**config.mk**
```make
export PLATFORM = sky130hd
export DESIGN_NAME = ongoru_birimi_flat
export DESIGN_NICKNAME = d
export VERILOG_FILES = /design/src/rtl/ongoru_birimi_if.sv /design/src/rtl/ongoru_birimi.sv /design/src/flat_wrapper.sv
export SDC_FILE = /design/constraint.sdc
export NUM_CORES = 2
export LEC_CHECK = 0
export CAP_MARGIN = 15
export CORE_MARGIN = 3
export CORE_UTILIZATION = 54
export DETAILED_ROUTE_END_ITERATION = 8
export PLACE_DENSITY = 0.71
export SLEW_MARGIN = 0
export SYNTH_ARGS = -nofsm -noshare
export SYNTH_HDL_FRONTEND = slang
export SYNTH_SLANG_ARGS = --single-unit
```
**constraint.sdc**
```tcl
create_clock -name clk_i -period 10.6 [get_ports clk_i]
set_input_delay 3.18 -clock clk_i [delete_from_list [all_inputs] [get_ports clk_i]]
set_output_delay 3.18 -clock clk_i [all_outputs]
set_load 0.02 [all_outputs]
```
**src/rtl/ongoru_birimi_if.sv**
```systemverilog
// ongoru_birimi_if: fetch-side prediction request/response and execute-side update bus
// master: drives requests and updates, receives predictions and the mispredict count
// slave : the predictor
interface ongoru_birimi_if;
  logic        req_valid_i;
  logic [31:0] req_pc_i;
  logic [31:0] req_inst_i;
  logic        pred_valid_o;
  logic        pred_taken_o;
  logic [31:0] pred_target_o;
  logic        upd_valid_i;
  logic [31:0] upd_pc_i;
  logic [31:0] upd_inst_i;
  logic        upd_taken_i;
  logic [31:0] upd_target_i;
  logic [31:0] mispred_cnt_o;
  modport master (
    output req_valid_i, req_pc_i, req_inst_i, upd_valid_i, upd_pc_i, upd_inst_i, upd_taken_i, upd_target_i,
    input  pred_valid_o, pred_taken_o, pred_target_o, mispred_cnt_o
  );
  modport slave (
    input  req_valid_i, req_pc_i, req_inst_i, upd_valid_i, upd_pc_i, upd_inst_i, upd_taken_i, upd_target_i,
    output pred_valid_o, pred_taken_o, pred_target_o, mispred_cnt_o
  );
endinterface

```
**src/rtl/ongoru_birimi.sv**
```systemverilog
// ongoru_birimi: branch predictor with 2-bit counter table and direct-mapped JALR target buffer
// clk_i/rst_i: clock and asynchronous active-high reset
// bus (slave): request -> registered prediction, resolved-branch update, mispredict counter
module ongoru_birimi #(
  parameter int BHT_IDX_W = 6,
  parameter int BTB_IDX_W = 4
) (
  input logic clk_i,
  input logic rst_i,
  ongoru_birimi_if.slave bus
);
  localparam int TAG_W = 30 - BTB_IDX_W;
  localparam logic [6:0] OP_BR = 7'b1100011, OP_JAL = 7'b1101111, OP_JALR = 7'b1100111;
  logic [1:0]       bht     [2**BHT_IDX_W];
  logic             btb_v   [2**BTB_IDX_W];
  logic [TAG_W-1:0] btb_tag [2**BTB_IDX_W];
  logic [31:0]      btb_tgt [2**BTB_IDX_W];
  logic [BHT_IDX_W-1:0] r_bi, u_bi;
  logic [BTB_IDX_W-1:0] r_ti, u_ti;
  logic r_hit, u_hit, mispred;
  logic [32:0] r_pred, u_pred;
  logic [1:0] u_ctr;
  // {taken, target} from the current (pre-update) table contents
  function automatic logic [32:0] predict(input logic [31:0] pc, input logic [31:0] inst,
                                          input logic ctr_msb, input logic hit, input logic [31:0] btb_t);
    logic [31:0] b_imm, j_imm, seq;
    b_imm = {{19{inst[31]}}, inst[31], inst[7], inst[30:25], inst[11:8], 1'b0};
    j_imm = {{11{inst[31]}}, inst[31], inst[19:12], inst[20], inst[30:21], 1'b0};
    seq = pc + 32'd4;
    return inst[6:0] == OP_BR   ? (ctr_msb ? {1'b1, pc + b_imm} : {1'b0, seq}) :
           inst[6:0] == OP_JAL  ? {1'b1, pc + j_imm} :
           inst[6:0] == OP_JALR && hit ? {1'b1, btb_t} : {1'b0, seq};
  endfunction
  assign r_bi = bus.req_pc_i[BHT_IDX_W+1:2];
  assign u_bi = bus.upd_pc_i[BHT_IDX_W+1:2];
  assign r_ti = bus.req_pc_i[BTB_IDX_W+1:2];
  assign u_ti = bus.upd_pc_i[BTB_IDX_W+1:2];
  assign r_hit = btb_v[r_ti] && btb_tag[r_ti] == bus.req_pc_i[31:BTB_IDX_W+2];
  assign u_hit = btb_v[u_ti] && btb_tag[u_ti] == bus.upd_pc_i[31:BTB_IDX_W+2];
  assign r_pred = predict(bus.req_pc_i, bus.req_inst_i, bht[r_bi][1], r_hit, btb_tgt[r_ti]);
  assign u_pred = predict(bus.upd_pc_i, bus.upd_inst_i, bht[u_bi][1], u_hit, btb_tgt[u_ti]);
  assign u_ctr = bht[u_bi];
  assign mispred = u_pred[32] != bus.upd_taken_i || (bus.upd_taken_i && u_pred[31:0] != bus.upd_target_i);
  always_ff @(posedge clk_i or posedge rst_i)
    if (rst_i) begin
      for (int i = 0; i < 2**BHT_IDX_W; i++) bht[i] <= 2'b01;
      for (int i = 0; i < 2**BTB_IDX_W; i++) btb_v[i] <= 1'b0;
    end else if (bus.upd_valid_i) begin
      if (bus.upd_inst_i[6:0] == OP_BR)
        bht[u_bi] <= bus.upd_taken_i ? (u_ctr == 2'b11 ? u_ctr : u_ctr + 2'b01)
                                     : (u_ctr == 2'b00 ? u_ctr : u_ctr - 2'b01);
      if (bus.upd_inst_i[6:0] == OP_JALR && bus.upd_taken_i) btb_v[u_ti] <= 1'b1;
    end
  // tag/target are qualified by btb_v, so they need no reset
  always_ff @(posedge clk_i)
    if (!rst_i && bus.upd_valid_i && bus.upd_inst_i[6:0] == OP_JALR && bus.upd_taken_i) begin
      btb_tag[u_ti] <= bus.upd_pc_i[31:BTB_IDX_W+2];
      btb_tgt[u_ti] <= bus.upd_target_i;
    end
  always_ff @(posedge clk_i or posedge rst_i)
    if (rst_i) begin
      bus.pred_valid_o  <= 1'b0;
      bus.pred_taken_o  <= 1'b0;
      bus.pred_target_o <= '0;
      bus.mispred_cnt_o <= '0;
    end else begin
      bus.pred_valid_o  <= bus.req_valid_i;
      bus.pred_taken_o  <= bus.req_valid_i & r_pred[32];
      bus.pred_target_o <= bus.req_valid_i ? r_pred[31:0] : '0;
      bus.mispred_cnt_o <= bus.mispred_cnt_o + {31'd0, bus.upd_valid_i && mispred};
    end
endmodule

```
**src/flat_wrapper.sv**
```systemverilog
// flat-port wrapper written by rule: the top's interface ports become plain ports
module ongoru_birimi_flat 
#(
  parameter int BHT_IDX_W = 6,
  parameter int BTB_IDX_W = 4
)
  (clk_i, rst_i, bus_req_valid_i, bus_req_pc_i, bus_req_inst_i, bus_upd_valid_i, bus_upd_pc_i, bus_upd_inst_i, bus_upd_taken_i, bus_upd_target_i, bus_pred_valid_o, bus_pred_taken_o, bus_pred_target_o, bus_mispred_cnt_o);
  ongoru_birimi_if bus_i ();
  input logic clk_i;
  input logic rst_i;
  input wire logic [$bits(bus_i.req_valid_i)-1:0] bus_req_valid_i;
  input wire logic [$bits(bus_i.req_pc_i)-1:0] bus_req_pc_i;
  input wire logic [$bits(bus_i.req_inst_i)-1:0] bus_req_inst_i;
  input wire logic [$bits(bus_i.upd_valid_i)-1:0] bus_upd_valid_i;
  input wire logic [$bits(bus_i.upd_pc_i)-1:0] bus_upd_pc_i;
  input wire logic [$bits(bus_i.upd_inst_i)-1:0] bus_upd_inst_i;
  input wire logic [$bits(bus_i.upd_taken_i)-1:0] bus_upd_taken_i;
  input wire logic [$bits(bus_i.upd_target_i)-1:0] bus_upd_target_i;
  output wire logic [$bits(bus_i.pred_valid_o)-1:0] bus_pred_valid_o;
  output wire logic [$bits(bus_i.pred_taken_o)-1:0] bus_pred_taken_o;
  output wire logic [$bits(bus_i.pred_target_o)-1:0] bus_pred_target_o;
  output wire logic [$bits(bus_i.mispred_cnt_o)-1:0] bus_mispred_cnt_o;
  assign bus_i.req_valid_i = bus_req_valid_i;
  assign bus_i.req_pc_i = bus_req_pc_i;
  assign bus_i.req_inst_i = bus_req_inst_i;
  assign bus_i.upd_valid_i = bus_upd_valid_i;
  assign bus_i.upd_pc_i = bus_upd_pc_i;
  assign bus_i.upd_inst_i = bus_upd_inst_i;
  assign bus_i.upd_taken_i = bus_upd_taken_i;
  assign bus_i.upd_target_i = bus_upd_target_i;
  assign bus_pred_valid_o = bus_i.pred_valid_o;
  assign bus_pred_taken_o = bus_i.pred_taken_o;
  assign bus_pred_target_o = bus_i.pred_target_o;
  assign bus_mispred_cnt_o = bus_i.mispred_cnt_o;
  ongoru_birimi #(.BHT_IDX_W(BHT_IDX_W), .BTB_IDX_W(BTB_IDX_W)) u_core (.clk_i(clk_i), .rst_i(rst_i), .bus(bus_i));
endmodule
```
==> results by group <==
Global route
  • Number of global-route vias before repair: 45015
  • First-pass GRT wire length: 316000 um
  • Grt total ovfl: 0
  • Tot GR Track Use: 0.372
  • Initial antenna violation count: 19
  • Largest net degree at the start of global routing: 132

Power and ir drop
  • Sw power: 2.72 mW
  • Sequential power share: 0.462
  • LEAKAGE: 23.7 nW
  • Clk pwr share: 0.398
  • Net Sw Frac: 0.258
  • Total Power: 10.6 mW
  • Comb pwr share: 0.140
  • Maximum VDD drop: 145 uV
  • Cell area power density: 152 nW/um^2
  • Internal Power: 7.84 mW

Worst setup path
  • Worst Path Required: 11.25 ns
  • CP Capture Type: flip-flop
  • Slowest stage cell, crit path: nor4_1
  • WP buf/inv: 5
  • Worst-path fanout max: 50
  • Startpoint Class: input pin
  • Largest stage delay on the critical path: 0.48 ns
  • Arrival @ worst endpoint: 10.12 ns
  • Critical path class: input pin to flip-flop
  • Delay-heaviest family, CP: simple AND/OR/NAND/NOR gates

Yosys
  • Post-Syn Area: 61200 sq um
  • Synth Register Bits: 1138
  • Main synth FF type: edfxtp_1
  • Net Count, Synth: 4886
  • Async SR Flop Fraction: 0.185
  • Syn avg cell area: 13.2 sq um
  • Register area share after synthesis: 0.543
  • Number of flops mapped to enable cells by yosys: 928
  • Yosys cell types: 98
  • Syn. warnings: 0
  • Syn Inst Count: 4624

Clock tree
  • Root buf cell: clkbuf_16
  • Worst-path clk slew: 0.06 ns
  • Post-CTS Setup Bufs: 0
  • Post_cts resized: 0
  • Skew-Pair Late Insertion Delay: 0.74 ns
  • CTS Hold Bufs: 0
  • H-Tree Depth: 3
  • CTS Sinks: 1138
  • Max Root-Sink Buffers: 3
  • Clock buffer count from CTS: 115
  • CTS tree: done

STA
  • Final setup fails: 0
  • Worst Slack Setup Final: 1.13 ns
  • Final hold viol count: 0
  • Period utilization: 0.893
  • Setup TNS: 0 ns
  • Slew @ Worst Pin: 1.08 ns
  • Worst slew margin: 0.280
  • F_max: 106 MHz
  • Setup repair after global routing missed its margin: no
  • Worst clock skew: 0.0242 ns
  • Pins over their slew limit: 0
  • Tmin final: 9.47 ns

Layout
  • Utilization after layout: 0.624
  • Finished Layout Cells: 6452
  • Share of cells above drive strength 1: 0.198
  • Commonest non-fill, non-tap cell in the layout: edfxtp_1
  • Area grow syn2layout: 13.8%
  • Final net count: 5120
  • Most frequent cells in the layout: 928 x edfxtp_1, 353 x nand2_1, 344 x mux4_2

Route
  • Final wirelength: 220000 um
  • Post-route DRC: 0
  • Antenna-violating nets left: 0
  • Via count: 46713
  • First-pass DRT Iterations: 6
  • Initial drt markers: 7219
  • Number of vias per cell: 7.24
  • Avg WL per Cell: 34.1 um

Run
  • Max-cap violations: 0

Placed design
  • Placed cells: 6226
  • IO Port Bufs: 230
  • Global placement routability congestion: 1.01
  • Dpl ws: 0.516 ns
  • DP Wirelength: 143000 um

Floorplan
  • Core Box Area: 112000 sq um
  • Die W: 343 um
  • Die H: 343 um
  • Number of primary I/O pins: 231
  • Row Count: 122
  • Die area: 117000 sq um
  • Initial Utilization: 0.548

Outcome
  • Status: completed

Hold path
  • Hold Crit Class: flip-flop to flip-flop
-- cell usage after synthesis (12+ instances only) --
cell | number | area, sq um
o21ai_0 | 331 | 1660
inv_1 | 43 | 161
nand3_1 | 83 | 415
and3_1 | 50 | 313
dfrtp_1 | 146 | 3650
dfstp_2 | 64 | 1680
nand4_1 | 50 | 313
o211ai_1 | 24 | 180
a31oi_1 | 28 | 175
a211oi_1 | 50 | 375
and2_1 | 14 | 87.6
o2111ai_1 | 13 | 114
buf_6 | 20 | 225
clkbuf_1 | 195 | 732
o21bai_1 | 24 | 180
buf_1 | 46 | 173
nor2b_1 | 22 | 138
a22o_1 | 22 | 193
ha_1 | 93 | 1160
o2bb2ai_1 | 26 | 228
or3_1 | 16 | 100
a221o_1 | 21 | 210
o22ai_1 | 142 | 888
a221oi_1 | 44 | 385
nand2_1 | 353 | 1330
nand2b_1 | 29 | 181
nor3_1 | 74 | 370
a22oi_1 | 53 | 398
nor4_1 | 20 | 125
a31o_2 | 15 | 131
xor2_1 | 79 | 692
a211o_1 | 14 | 123
mux4_2 | 344 | 7750
a21o_1 | 41 | 308
mux2i_1 | 111 | 1110
edfxtp_1 | 928 | 27900
xnor2_1 | 157 | 1380
buf_4 | 12 | 90.1
nor2_1 | 230 | 863
a2111oi_0 | 15 | 131
mux2_2 | 99 | 1110
o221ai_1 | 55 | 482
a21oi_1 | 202 | 1010
buf_2 | 44 | 220
-- flip-flops by register name (all words and copies together), names as in the netlist --
register and flops:
u_core.bht 128, u_core.btb_tag 416, u_core.btb_tgt 512, u_core.btb_v 16, u_core.bus.mispred_cnt_o 32, u_core.bus.pred_taken_o 1
u_core.bus.pred_target_o 32, u_core.bus.pred_valid_o 1
-- per-layer routing --
metal	track usage	share of wire	vias to the layer above
li1	-	-	19004
met1	0.500	0.36	23118
met2	0.543	0.43	3849
met3	0.119	0.15	718
met4	0.195	0.060	24
met5	0	0.00071	-
-- per-stage QoR --
step,hold WS [ns],instance area (sq um)
2_1_floorplan,0.454,61200
3_3_place_gp,0.455,65600
3_5_place_dp,0.470,65600
4_1_cts,0.480,69500
5_1_grt,0.488,69600
6_report,0.472,69600
-- final timing paths --
kind                                                   start                            to  slack, ns  depth (start not counted)
worst max register to register        u_core.btb_tag[11][15]  u_core.bus.mispred_cnt_o[26]       3.93                         26
worst min register to register  u_core.bus.mispred_cnt_o[31]  u_core.bus.mispred_cnt_o[31]       0.47                          1
worst min-delay path            u_core.bus.mispred_cnt_o[31]  u_core.bus.mispred_cnt_o[31]       0.47                          1
max in group asynchronous                              rst_i                u_core.bht[25]       5.29                          4
min in group asynchronous                              rst_i               u_core.btb_v[0]       3.35                          2
worst max-delay path                         bus_upd_pc_i[2]  u_core.bus.mispred_cnt_o[26]       1.13                         28
-- worst reg2reg max path: cells and delay by family (launching register included) --
family	cells	cell delay (ns)
flops	1	0.40
simple gates	13	3.32
compound gates	5	0.95
mux	1	0.27
buf+inv	3	0.52
xor+xnor	2	0.71
fa+ha+maj	2	0.42
-- kinds of logic after synthesis --
group	share of synthesized area
buffers and inverters	0.0281
flip-flops	0.543
XOR/XNOR	0.0338
adder cells (fa/ha/maj)	0.0205
multiplexers	0.164
AO/OA/AOI/OAI	0.131
AND/OR/NAND/NOR	0.0791
-- power by group through the flow --
| stage | combinational [mW] | clock, mW | sequential [mW] |
|---|---|---|---|
| finish | 1.47 | 4.21 | 4.88 |
| floorplan | 0.814 | 0 | 4.99 |
| CTS | 1.43 | 4.22 | 4.88 |
| global route | 1.54 | 4.41 | 4.88 |
| global placement | 1.41 | 0 | 4.97 |
| detailed placement | 1.42 | 0 | 4.97 |
-- layout make-up --
type	instances	area, sq um
Fill cell	8211	42000
Sequential cell	1138	33200
Multi-Input combinational cell	3118	26400
Timing Repair Buffer	441	4050
Clock buffer	137	3070
Tap cell	1488	1860
Clock inverter	79	827
Inverter	44	169
Antenna cell	7	17.5
Power figures use the tool's default switching activity.
